$ cat src/rtl/fabric_config_pkg.sv
// Shared constants and parser state type for the fabric configuration bitstream path.
package fabric_config_pkg;

  localparam logic [31:0] SYNC_WORD    = 32'hFAB0_FAB1;
  localparam logic [3:0]  OPC_FRAME_WR = 4'h1;
  localparam logic [3:0]  OPC_DESYNC   = 4'hF;

  typedef enum logic [2:0] {
    IDLE,
    HEADER,
    DATA,
    CHECK,
    ERROR
  } parser_state_e;

endpackage

$ cat src/rtl/fabric_frame_assembler.sv
// Frame assembly: shift buffer, word counter, output frame register and optional XOR checksum
// accumulator (FABRIC_CFG_CHECKSUM_EN).
module fabric_frame_assembler
  import fabric_config_pkg::*;
#(
  parameter int unsigned FRAME_WORDS = 4
) (
  input  logic                     clk_i,
  input  logic                     rst_ni,
  input  logic                     clear_i,
  input  logic                     load_i,
  input  logic                     commit_i,
  input  logic [31:0]              word_i,
  output logic                     last_o,
`ifdef FABRIC_CFG_CHECKSUM_EN
  output logic [31:0]              checksum_o,
`endif
  output logic [FRAME_WORDS*32-1:0] frame_o
);

  localparam int unsigned CW      = $clog2(FRAME_WORDS) + 1;
  localparam int unsigned FW_BITS = FRAME_WORDS * 32;

  logic [CW-1:0]      cnt_q;
  logic [FW_BITS-1:0] shift_q, shifted, shift_next, frame_q;

  if (FRAME_WORDS == 1) begin : g_single
    assign shifted = word_i;
  end else begin : g_multi
    assign shifted = {shift_q[FW_BITS-33:0], word_i};
  end

  always_comb begin
    shift_next = shift_q;
    if (load_i) shift_next = shifted;
  end

  // Output register takes the post-shift value so a commit coinciding with the final load
  // captures that last word.
  always_ff @(posedge clk_i) begin
    if (!rst_ni) begin
      cnt_q   <= '0;
      shift_q <= '0;
      frame_q <= '0;
    end else begin
      if (clear_i)     cnt_q <= '0;
      else if (load_i) cnt_q <= cnt_q + CW'(1);
      shift_q <= shift_next;
      if (commit_i) frame_q <= shift_next;
    end
  end

`ifdef FABRIC_CFG_CHECKSUM_EN
  logic [31:0] acc_q;

  always_ff @(posedge clk_i) begin
    if (!rst_ni)      acc_q <= '0;
    else if (clear_i) acc_q <= '0;
    else if (load_i)  acc_q <= acc_q ^ word_i;
  end

  assign checksum_o = acc_q;
`endif

  assign last_o  = (cnt_q == CW'(FRAME_WORDS - 1));
  assign frame_o = frame_q;

endmodule

$ cat src/rtl/fabric_bitstream_parser.sv
// Bitstream parser: sync hunt, header decode, frame assembly and frame write strobe.
// Optional per-frame XOR checksum word enabled by FABRIC_CFG_CHECKSUM_EN.
module fabric_bitstream_parser
  import fabric_config_pkg::*;
#(
  parameter int unsigned FRAME_WORDS = 4,
  parameter int unsigned ADDR_WIDTH  = 8,
  parameter int unsigned NUM_FRAMES  = 20
) (
  input  logic                      clk_i,
  input  logic                      rst_ni,
  input  logic                      enable_i,
  input  logic [31:0]               word_i,
  input  logic                      word_valid_i,
  output logic [FRAME_WORDS*32-1:0] frame_data_o,
  output logic [ADDR_WIDTH-1:0]     frame_addr_o,
  output logic                      frame_strobe_o,
  output logic                      busy_o,
  output logic                      done_o,
  output logic                      error_o
);

  parser_state_e state_q, state_d;

  logic                  asm_clear, asm_load, commit, addr_load, done_set, err_set;
  logic                  last_word;
  logic                  strobe_q, done_q, error_q;
  logic [ADDR_WIDTH-1:0] addr_q, frame_addr_q;
  logic [3:0]            opcode;
  logic [ADDR_WIDTH-1:0] hdr_addr;
  logic                  addr_ok;
  logic                  unused_hdr_bits;

  assign opcode          = word_i[31:28];
  assign hdr_addr        = word_i[ADDR_WIDTH-1:0];
  assign addr_ok         = 32'(hdr_addr) < NUM_FRAMES;
  assign unused_hdr_bits = ^word_i[27:ADDR_WIDTH];

`ifdef FABRIC_CFG_CHECKSUM_EN
  logic [31:0] checksum;
`endif

  fabric_frame_assembler #(
    .FRAME_WORDS(FRAME_WORDS)
  ) u_assembler (
    .clk_i      (clk_i),
    .rst_ni     (rst_ni),
    .clear_i    (asm_clear),
    .load_i     (asm_load),
    .commit_i   (commit),
    .word_i     (word_i),
    .last_o     (last_word),
`ifdef FABRIC_CFG_CHECKSUM_EN
    .checksum_o (checksum),
`endif
    .frame_o    (frame_data_o)
  );

  always_ff @(posedge clk_i) begin
    if (!rst_ni) state_q <= IDLE;
    else         state_q <= state_d;
  end

  always_comb begin
    state_d   = state_q;
    asm_clear = 1'b0;
    asm_load  = 1'b0;
    commit    = 1'b0;
    addr_load = 1'b0;
    done_set  = 1'b0;
    err_set   = 1'b0;
    if (!enable_i) begin
      state_d   = IDLE;
      asm_clear = 1'b1;
    end else begin
      unique case (state_q)
        IDLE: if (word_valid_i && word_i == SYNC_WORD) state_d = HEADER;
        HEADER: begin
          if (word_valid_i && word_i != SYNC_WORD) begin
            if (opcode == OPC_FRAME_WR && addr_ok) begin
              addr_load = 1'b1;
              asm_clear = 1'b1;
              state_d   = DATA;
            end else if (opcode == OPC_DESYNC) begin
              done_set = 1'b1;
              state_d  = IDLE;
            end else begin
              err_set = 1'b1;
              state_d = ERROR;
            end
          end
        end
        DATA: begin
          if (word_valid_i) begin
            asm_load = 1'b1;
            if (last_word) begin
`ifdef FABRIC_CFG_CHECKSUM_EN
              state_d = CHECK;
`else
              commit  = 1'b1;
              state_d = HEADER;
`endif
            end
          end
        end
`ifdef FABRIC_CFG_CHECKSUM_EN
        CHECK: begin
          if (word_valid_i) begin
            if (word_i == checksum) begin
              commit  = 1'b1;
              state_d = HEADER;
            end else begin
              err_set = 1'b1;
              state_d = ERROR;
            end
          end
        end
`endif
        ERROR: state_d = ERROR;
        default: state_d = IDLE;
      endcase
    end
  end

  always_ff @(posedge clk_i) begin
    if (!rst_ni) begin
      strobe_q     <= 1'b0;
      done_q       <= 1'b0;
      error_q      <= 1'b0;
      addr_q       <= '0;
      frame_addr_q <= '0;
    end else begin
      strobe_q <= commit;
      if (!enable_i) begin
        done_q  <= 1'b0;
        error_q <= 1'b0;
      end else begin
        if (done_set) done_q  <= 1'b1;
        if (err_set)  error_q <= 1'b1;
      end
      if (addr_load) addr_q       <= hdr_addr;
      if (commit)    frame_addr_q <= addr_q;
    end
  end

  assign frame_addr_o   = frame_addr_q;
  assign frame_strobe_o = strobe_q;
  assign busy_o         = (state_q != IDLE);
  assign done_o         = done_q;
  assign error_o        = error_q;

endmodule

$ cat config.mk
export PLATFORM = sky130hd
export DESIGN_NAME = fabric_bitstream_parser
export DESIGN_NICKNAME = d
export VERILOG_FILES = /design/src/rtl/fabric_config_pkg.sv /design/src/rtl/fabric_frame_assembler.sv /design/src/rtl/fabric_bitstream_parser.sv
export SDC_FILE = /design/constraint.sdc
export NUM_CORES = 1
export LEC_CHECK = 0
export ABC_AREA = 1
export CORE_ASPECT_RATIO = 0.9
export CORE_UTILIZATION = 50
export CTS_CLUSTER_SIZE = 14
export DETAILED_ROUTE_END_ITERATION = 10
export DONT_BUFFER_PORTS = 1
export GPL_TIMING_DRIVEN = 0
export SKIP_CTS_REPAIR_TIMING = 1
export SLEW_MARGIN = 15
export SYNTH_ARGS = -nofsm -noshare
export SYNTH_HDL_FRONTEND = slang
export SYNTH_SLANG_ARGS = --single-unit
$ cat constraint.sdc
create_clock -name clk_i -period 2 [get_ports clk_i]
set_clock_uncertainty 0.2 [all_clocks]
set_input_delay 0.2 -clock clk_i [delete_from_list [all_inputs] [get_ports clk_i]]
set_output_delay 0.2 -clock clk_i [all_outputs]
set_load 0.005 [all_outputs]
==> run_results.csv, run 1 <==
group,metric,value,unit
floorplan,fp.dieW,141.4,µm
sta,post-route-period-util,100.8,%
sta,layout_setup_ws,-15.20,ps
route,ant_nets,0,
sta,hold_violations,8,
sta,hold_ws,-267.4,ps
logic_synthesis,synthCells,1057,
critical_path,cp-end-kind,"flop",
logic_synthesis,synth.area.top_cells,"dfxtp_1 (57%), o21ai_0 (10%), a21oi_1 (9.2%)",
route,drt_iter0_markers,656,
logic_synthesis,syn-cell-area,0.008743,mm²
clock_tree,h-tree-depth,1,
hold_path,hold-path-cell-count,2,
place,port_buffers,0,
place,dpl.hpwl,19020,µm
sta,maxSlewViolCount,0,
critical_path,path_buf_inv,4,
logic_synthesis,synth_warnings,0,
power_and_ir_drop,pwr_density_cell,942.6,mW/mm²
layout,nNetsFinal,1165,
hold_path,hold_class,"in2reg",
critical_path,rr_endpoint,"u_assembler.frame_o[46]$_SDFFE_PN0P_",
route,routed_wl,26640,µm
hold_path,hold_end,"u_assembler.shift_q[5]$_SDFF_PN0_",
sta,fin_crit,2015,ps
clock_tree,clockBufferDepth,3,
layout,nFillCells,1617,
layout,n_antenna_cell,0,
floorplan,row_count,45,
clock_tree,insertion_delay,530,ps
critical_path,path_delay_family,"adder cells",
floorplan,core-area,0.01700,mm²
clock_tree,cts_tree,"built",
sta,setup_viol,1,
layout,final_cells,1379,
outcome,status,"complete, but fails checks",
critical_path,r2r_setup_slack,-20,ps
sta,slew_headroom,54.28,%
place,placed_cells,1292,
flow_run,maxCapViolations,0,
critical_path,cp_slowest_stage_delay,320,ps
logic_synthesis,synth.net_count,1095,
sta,rsz0062_at_grt,"yes",
global_route,track_usage,28.16,%
route,wl_per_cell,19.32,µm
layout,multiInputGateArea,0.002927,mm²
floorplan,start_util,51.42,%
place,gp_congestion,0.8638,
layout,regArea,0.004985,mm²
critical_path,regToRegStartpoint,"u_assembler.cnt_q[0]$_SDFFE_PP0P_",
global_route,overflow,0,
global_route,antenna_found_initial,0,
sta,fmax,496.2,MHz
place,dpl-instance-area,0.009037,mm²
logic_synthesis,yosysSeqAreaShare,57.01,%
sta,fin_setup_tns,-15.20,ps
route,vias,7460,
critical_path,critPathSlowestCell,"dfxtp_1",
layout,layout-drive-gt1-share,7.955,%
floorplan,io_pins,176,
floorplan,die_y,127.5,µm
logic_synthesis,synth_seq_cells,249,
route,viasPerCell,5.410,
critical_path,criticalPathCategory,"reg2reg",
critical_path,crit_fanout,10,
layout,syn_to_final_growth,18.78,%
critical_path,critPathArrivalTime,2240,ps
route,dr.pass1.iters,6,
logic_synthesis,netlist.area_leader.share,57.01,%
power_and_ir_drop,power_leakage,0.003771,µW
critical_path,ff2ff_path_depth,8,
clock_tree,clock_sinks,249,
power_and_ir_drop,total_power,9789,µW
critical_path,startpoint_type,"flop",
clock_tree,cts.clk_slew.worst_paths,60,ps
logic_synthesis,synth_top_area_cell,"dfxtp_1",
global_route,grt_pass1_vias,6583,
power_and_ir_drop,vdd_drop_max,0.5181,mV
layout,fin_area,0.01039,mm²
hold_path,min_from,"word_i[5]",
critical_path,crit_path_cell_trace,"ha_1 -> ha_1 -> nand2_8 -> inv_4 -> buf_12 -> buf_12 -> buf_8 -> a21oi_1",
route,route.detailed.drc,0,
global_route,grt_pass1_wl,38400,µm
clock_tree,numCtsBuffers,25,
logic_synthesis,postSynthAreaPerCell,8.272,µm²
sta,tightest_slew,685.8,ps
critical_path,required,2230,ps
clock_tree,clockRootBuffer,"clkbuf_16",
global_route,grt_max_degree,14,
logic_synthesis,synth.distinct_cells,23,
outcome,violations,"negative hold slack, negative setup slack",
floorplan,die_area,0.01802,mm²
==> final cells by class <==
type                       count  share of cell area [%]
buffer                        81                   4.578
clock buffer                  39                   7.398
tap                          235                   2.831
sequential                   249                   48.00
timing repair buffer          43                   4.072
inverter                     127                   4.639
multi-input combinational    600                   28.18
clock inverter                 5                  0.3012
==> layout by cell type, fill, tap and decap left out, types with 7 or more instances in the layout <==
master,netlist,final
a21oi_1,160,160
buf_2,14,8
buf_6,5,9
clkbuf_1,52,45
clkbuf_16,0,25
clkbuf_2,0,13
clkbuf_8,0,9
dfxtp_1,249,249
dlygate4sd3_1,0,40
inv_1,124,124
nand2_1,51,51
nand3_1,63,62
nand4_1,7,7
nor2_1,75,73
o21ai_0,183,165
o21ai_1,47,64
==> layer usage <==
metal	share of wire [%]	routed length (µm)	up-vias	global-route usage [%]
met4	1.9	513	0	7.653
li1	-	-	3660	-
met3	9.2	2442	34	8.358
met2	43	11330	282	42.81
met1	46	12350	3484	38.95
met5	0	0	-	0
==> Yosys cell counts <==
cell,instances
a211oi_1,2
a21oi_1,160
buf_1,5
buf_2,14
buf_4,5
buf_6,5
clkbuf_1,52
dfxtp_1,249
ha_1,2
inv_1,124
inv_2,3
nand2_1,51
nand2_4,1
nand3_1,63
nand3_4,1
nand4_1,7
nor2_1,75
nor2_4,1
nor3_1,5
o21ai_0,183
o21ai_1,47
or2_2,1
xor2_1,1
==> state kept, by name, indices dropped and copies added (netlist names) <==
signal	cells
error_o	1
done_o	1
addr_q	8
state_q	3
u_assembler.cnt_q	3
u_assembler.frame_o	128
frame_strobe_o	1
frame_addr_o	8
u_assembler.shift_q	96
==> power breakdown <==
part,switching [µW],total [µW],internal (µW),leakage (µW)
sequential,0.000000358,4960,4960,0.00200
clock,1900,4530,2630,0.000395
combinational,199,299,100,0.00137
==> stage by stage <==
step           setup slack (ps)  hold WS [ps]  util [%]
6_report                 -15.20        -267.4     61.07
5_1_grt                  -42.55        -263.2     61.07
4_1_cts                  -171.1        -397.1     57.85
3_5_place_dp             -315.6         146.0     53.15
3_3_place_gp             -302.3         141.8     53.15
2_1_floorplan             317.1         134.9         -
==> how the worst max path moves through the flow <==
stage                                            from                                     to  slack (ps)  cells after the start
global placement                               rst_ni  u_assembler.frame_o[118]$_SDFFE_PN0P_        -300                      5
global route        u_assembler.cnt_q[0]$_SDFFE_PP0P_   u_assembler.frame_o[46]$_SDFFE_PN0P_         -40                      8
detailed placement                             rst_ni  u_assembler.frame_o[118]$_SDFFE_PN0P_        -320                      5
CTS                           state_q[2]$_SDFFE_PN0P_     u_assembler.shift_q[65]$_SDFF_PN0_        -170                      7
floorplan           u_assembler.cnt_q[0]$_SDFFE_PP0P_   u_assembler.frame_o[26]$_SDFFE_PN0P_         320                      8
finish              u_assembler.cnt_q[0]$_SDFFE_PP0P_   u_assembler.frame_o[46]$_SDFFE_PN0P_         -20                      8
==> cells by family (layout without fill, tap and decap cells) <==
group           count (synthesis)  count (layout)  share of synthesized area, %
buf+inv                       208             295                         9.774
compound gates                392             392                         22.50
flops                         249             249                         57.01
fa+ha+maj                       2               2                        0.2862
simple gates                  205             205                         10.33
xor+xnor                        1               1                        0.1002
Power figures use the tool's default switching activity.
==> inputs of run 2 (changes only) <==
Settings changed: CTS_CLUSTER_DIAMETER from default to 100, MAX_ROUTING_LAYER from default to met4.
==> run_results.csv, run 2 (synthesis results as in run 1) <==
group,metric,value,unit
place,gp_congestion,0.8777,
sta,fin_crit,1983,ps
layout,mostFrequentLayoutCell,"dfxtp_1",
floorplan,start_util,51.42,%
global_route,track_usage,28.96,%
critical_path,required,2200,ps
critical_path,startpoint_type,"flop",
critical_path,path_delay_family,"buffers and inverters",
layout,nNetsFinal,1156,
sta,maxSlewViolCount,0,
sta,tightest_slew,659.3,ps
floorplan,row_count,45,
floorplan,die_y,127.5,µm
place,dpl.hpwl,19020,µm
clock_tree,cts.clk_slew.worst_paths,70,ps
sta,setup_viol,0,
flow_run,maxCapViolations,0,
power_and_ir_drop,power_leakage,0.003596,µW
clock_tree,insertion_delay,510,ps
power_and_ir_drop,pwr_density_cell,877.5,mW/mm²
layout,n_antenna_cell,0,
outcome,status,"complete, but fails checks",
place,placed_cells,1292,
clock_tree,clockBufferDepth,3,
critical_path,critPathArrivalTime,2180,ps
outcome,violations,"negative hold slack",
critical_path,cp-end-kind,"flop",
clock_tree,cts_tree,"built",
critical_path,path_buf_inv,3,
critical_path,criticalPathCategory,"reg2reg",
clock_tree,clockRootBuffer,"clkbuf_16",
sta,slew_headroom,56.04,%
layout,layout-drive-gt1-share,6.088,%
hold_path,hold_class,"in2reg",
layout,final_cell_mix,"dfxtp_1 (249), o21ai_0 (177), a21oi_1 (160), inv_1 (124), nor2_1 (73)",
global_route,antenna_found_initial,0,
sta,post-route-period-util,99.15,%
critical_path,r2r_setup_slack,20,ps
clock_tree,clock_sinks,249,
clock_tree,numCtsBuffers,21,
floorplan,fp.dieW,141.4,µm
global_route,grt_pass1_wl,38090,µm
layout,final_core_util,59.12,%
route,wl_per_cell,19.58,µm
critical_path,cp_slowest_stage_delay,320,ps
floorplan,die_area,0.01802,mm²
sta,fmax,504.3,MHz
sta,hold_violations,8,
critical_path,crit_path_frequent_cell,"ha_1",
floorplan,io_pins,176,
route,routed_wl,26480,µm
global_route,overflow,0,
global_route,grt_pass1_vias,6566,
critical_path,critPathSlowestCell,"dfxtp_1",
sta,hold_ws,-88.39,ps
layout,syn_to_final_growth,14.97,%
layout,largest_reg_flops,128,
route,ant_nets,0,
route,vias,7382,
route,viasPerCell,5.460,
floorplan,core-area,0.01700,mm²
route,route.detailed.drc,0,
critical_path,crit_fanout,10,
global_route,grt_max_degree,15,
critical_path,crit_path_cell_trace,"ha_1 -> ha_1 -> nand2_8 -> inv_6 -> nand2_1 -> buf_2 -> buf_6 -> o21ai_1",
route,drt_iter0_markers,656,
power_and_ir_drop,vdd_drop_max,0.5425,mV
layout,final_cells,1352,
clock_tree,h-tree-depth,1,
place,port_buffers,0,
route,dr.pass1.iters,5,
sta,rsz0062_at_grt,"yes",
## run 2: path summary, 6_finish.rpt
check,start,endpoint,depth (start not counted)
max,u_assembler.cnt_q[0]$_SDFFE_PP0P_,u_assembler.frame_o[45]$_SDFFE_PN0P_,8
min,rst_ni,frame_strobe_o$_SDFF_PN0_,3
max reg2reg,u_assembler.cnt_q[0]$_SDFFE_PP0P_,u_assembler.frame_o[45]$_SDFFE_PN0P_,8
min reg2reg,addr_q[5]$_SDFFE_PN0P_,addr_q[5]$_SDFFE_PN0P_,2
## run 2: power breakdown
part,switching [µW],total (µW),internal (µW)
combinational,199,294,94.5
sequential,0.000000350,4960,4960
clock,1710,3570,1860
## run 2: tightest hold or removal path, stage by stage
cell	delay (ps)
nand2_1	60
buf_1	220
inv_1	90
## run 2: per-layer routing
layer	wire length [µm]	GRT usage [%]	share of wire, %	up-vias
li1	-	-	-	3609
met5	0	-	0	-
met4	446	7.211	1.7	0
met1	12300	39.86	46	3468
met3	2343	7.871	8.8	35
met2	11380	42.08	43	270
## run 2: per-stage QoR
step	cell area, µm²	worst slack (ps)	power (µW)	hold WS [ps]	TNS [ps]
2_1_floorplan	8743	317.1	5198	134.9	0
3_3_place_gp	9037	-302.3	5279	141.8	-23140
3_5_place_dp	9037	-315.6	5277	146.0	-26660
4_1_cts	9568	-181.7	8767	-374.8	-12290
5_1_grt	10050	-89.06	9071	-65.36	-2711
6_report	10050	17.00	8821	-88.39	0
## run 2: cell type report
| class | instances | area (µm²) |
|---|---|---|
| fillers | 1651 | 6952 |
| flip-flops and latches | 249 | 4985 |
| multi-input cells | 600 | 2923 |
| clock buffers | 21 | 525.5 |
| inverters | 127 | 484.2 |
| plain buffers | 81 | 460.4 |
| repair buffers | 38 | 375.4 |
| well taps | 235 | 294.0 |
| clock inverters | 1 | 5.005 |
==> inputs of run 3 (changes only) <==
==> constraint.sdc (replaced) <==
create_clock -name clk_i -period 2 [get_ports clk_i]
set_clock_uncertainty 0.2 [all_clocks]
set_input_delay 0.4 -clock clk_i [delete_from_list [all_inputs] [get_ports clk_i]]
set_output_delay 0.4 -clock clk_i [all_outputs]
set_load 0.005 [all_outputs]
==> run_results.csv, run 3 (synthesis results as in run 1) <==
group,metric,value,unit
outcome,status,"complete, but fails checks",
outcome,violations,"negative hold slack",
floorplan,row_count,45,
layout,fin_area,0.01009,mm²
critical_path,cp-endpoint,"u_assembler.frame_o[45]$_SDFFE_PN0P_",
power_and_ir_drop,pwr_density_cell,874.8,mW/mm²
floorplan,io_pins,176,
sta,hold_violations,4,
floorplan,fp.dieW,141.4,µm
global_route,track_usage,28.96,%
place,dpl-instance-area,0.009037,mm²
critical_path,criticalPathCategory,"reg2reg",
layout,mostFrequentLayoutCell,"dfxtp_1",
floorplan,core-area,0.01700,mm²
flow_run,maxCapViolations,0,
route,viasPerCell,5.467,
sta,fmax,504.5,MHz
route,dr.pass1.iters,5,
floorplan,start_util,51.42,%
global_route,grt_pass1_vias,6566,
route,vias,7413,
global_route,antenna_found_initial,1,
critical_path,ff2ff_path_depth,8,
global_route,grt_max_degree,15,
sta,slew_headroom,56.45,%
floorplan,die_y,127.5,µm
layout,syn_to_final_growth,15.37,%
critical_path,regToRegStartpoint,"u_assembler.cnt_q[0]$_SDFFE_PP0P_",
layout,final_cell_mix,"dfxtp_1 (249), o21ai_0 (177), a21oi_1 (160), inv_1 (124), nor2_1 (73)",
clock_tree,clockBufferDepth,3,
global_route,grt_pass1_wl,38090,µm
place,gp_congestion,0.8777,
sta,tightest_slew,653.3,ps
critical_path,startpoint_type,"flop",
clock_tree,clock_sinks,249,
clock_tree,insertion_delay,510,ps
route,wl_per_cell,19.54,µm
sta,post-route-period-util,99.10,%
place,dpl.hpwl,19020,µm
critical_path,startpoint,"u_assembler.cnt_q[0]$_SDFFE_PP0P_",
clock_tree,h-tree-depth,1,
route,drt_iter0_markers,655,
critical_path,critPathArrivalTime,2180,ps
route,route.detailed.drc,0,
critical_path,cp-end-kind,"flop",
clock_tree,numCtsBuffers,21,
critical_path,rr_endpoint,"u_assembler.frame_o[45]$_SDFFE_PN0P_",
place,port_buffers,0,
global_route,overflow,0,
hold_path,hold_class,"in2reg",
layout,largest_reg_flops,128,
sta,layout_setup_ws,17.98,ps
route,ant_nets,0,
layout,layout-drive-gt1-share,6.250,%
sta,hold_ws,-31.87,ps
clock_tree,cts_tree,"built",
critical_path,r2r_setup_slack,20,ps
sta,rsz0062_at_grt,"yes",
route,routed_wl,26500,µm
floorplan,die_area,0.01802,mm²
critical_path,required,2200,ps
clock_tree,clockRootBuffer,"clkbuf_16",
sta,maxSlewViolCount,0,
clock_tree,cts.clk_slew.worst_paths,70,ps
sta,setup_viol,0,
power_and_ir_drop,vdd_drop_max,0.5424,mV
layout,nNetsFinal,1159,
sta,fin_crit,1982,ps
power_and_ir_drop,total_power,8825,µW
power_and_ir_drop,power_leakage,0.003613,µW
critical_path,crit_fanout,10,
place,preCtsSetupSlack,-515.6,ps
run 3: changes by cell type in the layout (fill, tap and decap cells not counted), sizes merged:
cell | before | now
buf | 29 | 31
dlygate4sd3 | 36 | 39
diode | 0 | 1
clkbuf | 75 | 73
run 3: worst max-delay path, cell delays in order (launching register included):
cell,delay (ps)
dfxtp_1,330
ha_1,200
ha_1,290
nand2_8,180
inv_6,50
nand2_1,80
buf_2,260
buf_6,200
o21ai_1,80
run 3: cell type report:
class	instances	area, µm²
Fill cell	1648	6917
Sequential cell	249	4985
Multi-Input combinational cell	600	2923
Clock buffer	21	525.5
Inverter	127	484.2
Buffer	81	462.9
Timing Repair Buffer	41	405.4
Tap cell	235	294.0
Clock inverter	1	5.005
Antenna cell	1	2.502
run 3: metrics by stage:
stage	setup TNS, ps	std cells	hold WS [ps]	util, %
2_1_floorplan	0	1057	215.9	-
3_3_place_gp	-53860	1292	225.0	53.15
3_5_place_dp	-57510	1292	226.0	53.15
4_1_cts	-12330	1314	-174.8	56.27
5_1_grt	-2452	1356	7.174	59.32
6_report	0	1356	-31.87	59.32
run 3: where the power goes:
group          internal [µW]  total (µW)  switching [µW]
Sequential              4960        4960     0.000000348
Combinational           98.8         292             193
Clock                   1860        3580            1720
Total                   6910        8820            1910
run 3: per-layer routing:
| layer | vias up | routed length, µm | GRT usage, % |
|---|---|---|---|
| met5 | - | 0 | - |
| met4 | 0 | 439 | 7.211 |
| met3 | 36 | 2494 | 7.871 |
| met2 | 283 | 11310 | 42.08 |
| met1 | 3469 | 12260 | 39.86 |
| li1 | 3625 | - | - |
run 3: worst min path at each step:
stage                      startpoint  cells past startpoint  slack [ps]                                   end
6_report                   word_i[18]                      2         -30    u_assembler.shift_q[18]$_SDFF_PN0_
5_1_grt                  word_valid_i                      4           7               state_q[1]$_SDFFE_PN0P_
4_1_cts                    word_i[31]                      2        -170  u_assembler.frame_o[31]$_SDFFE_PN0P_
3_5_place_dp   addr_q[5]$_SDFFE_PN0P_                      2         230                addr_q[5]$_SDFFE_PN0P_
3_3_place_gp   addr_q[5]$_SDFFE_PN0P_                      2         220                addr_q[5]$_SDFFE_PN0P_
2_1_floorplan  addr_q[5]$_SDFFE_PN0P_                      2         220                addr_q[5]$_SDFFE_PN0P_
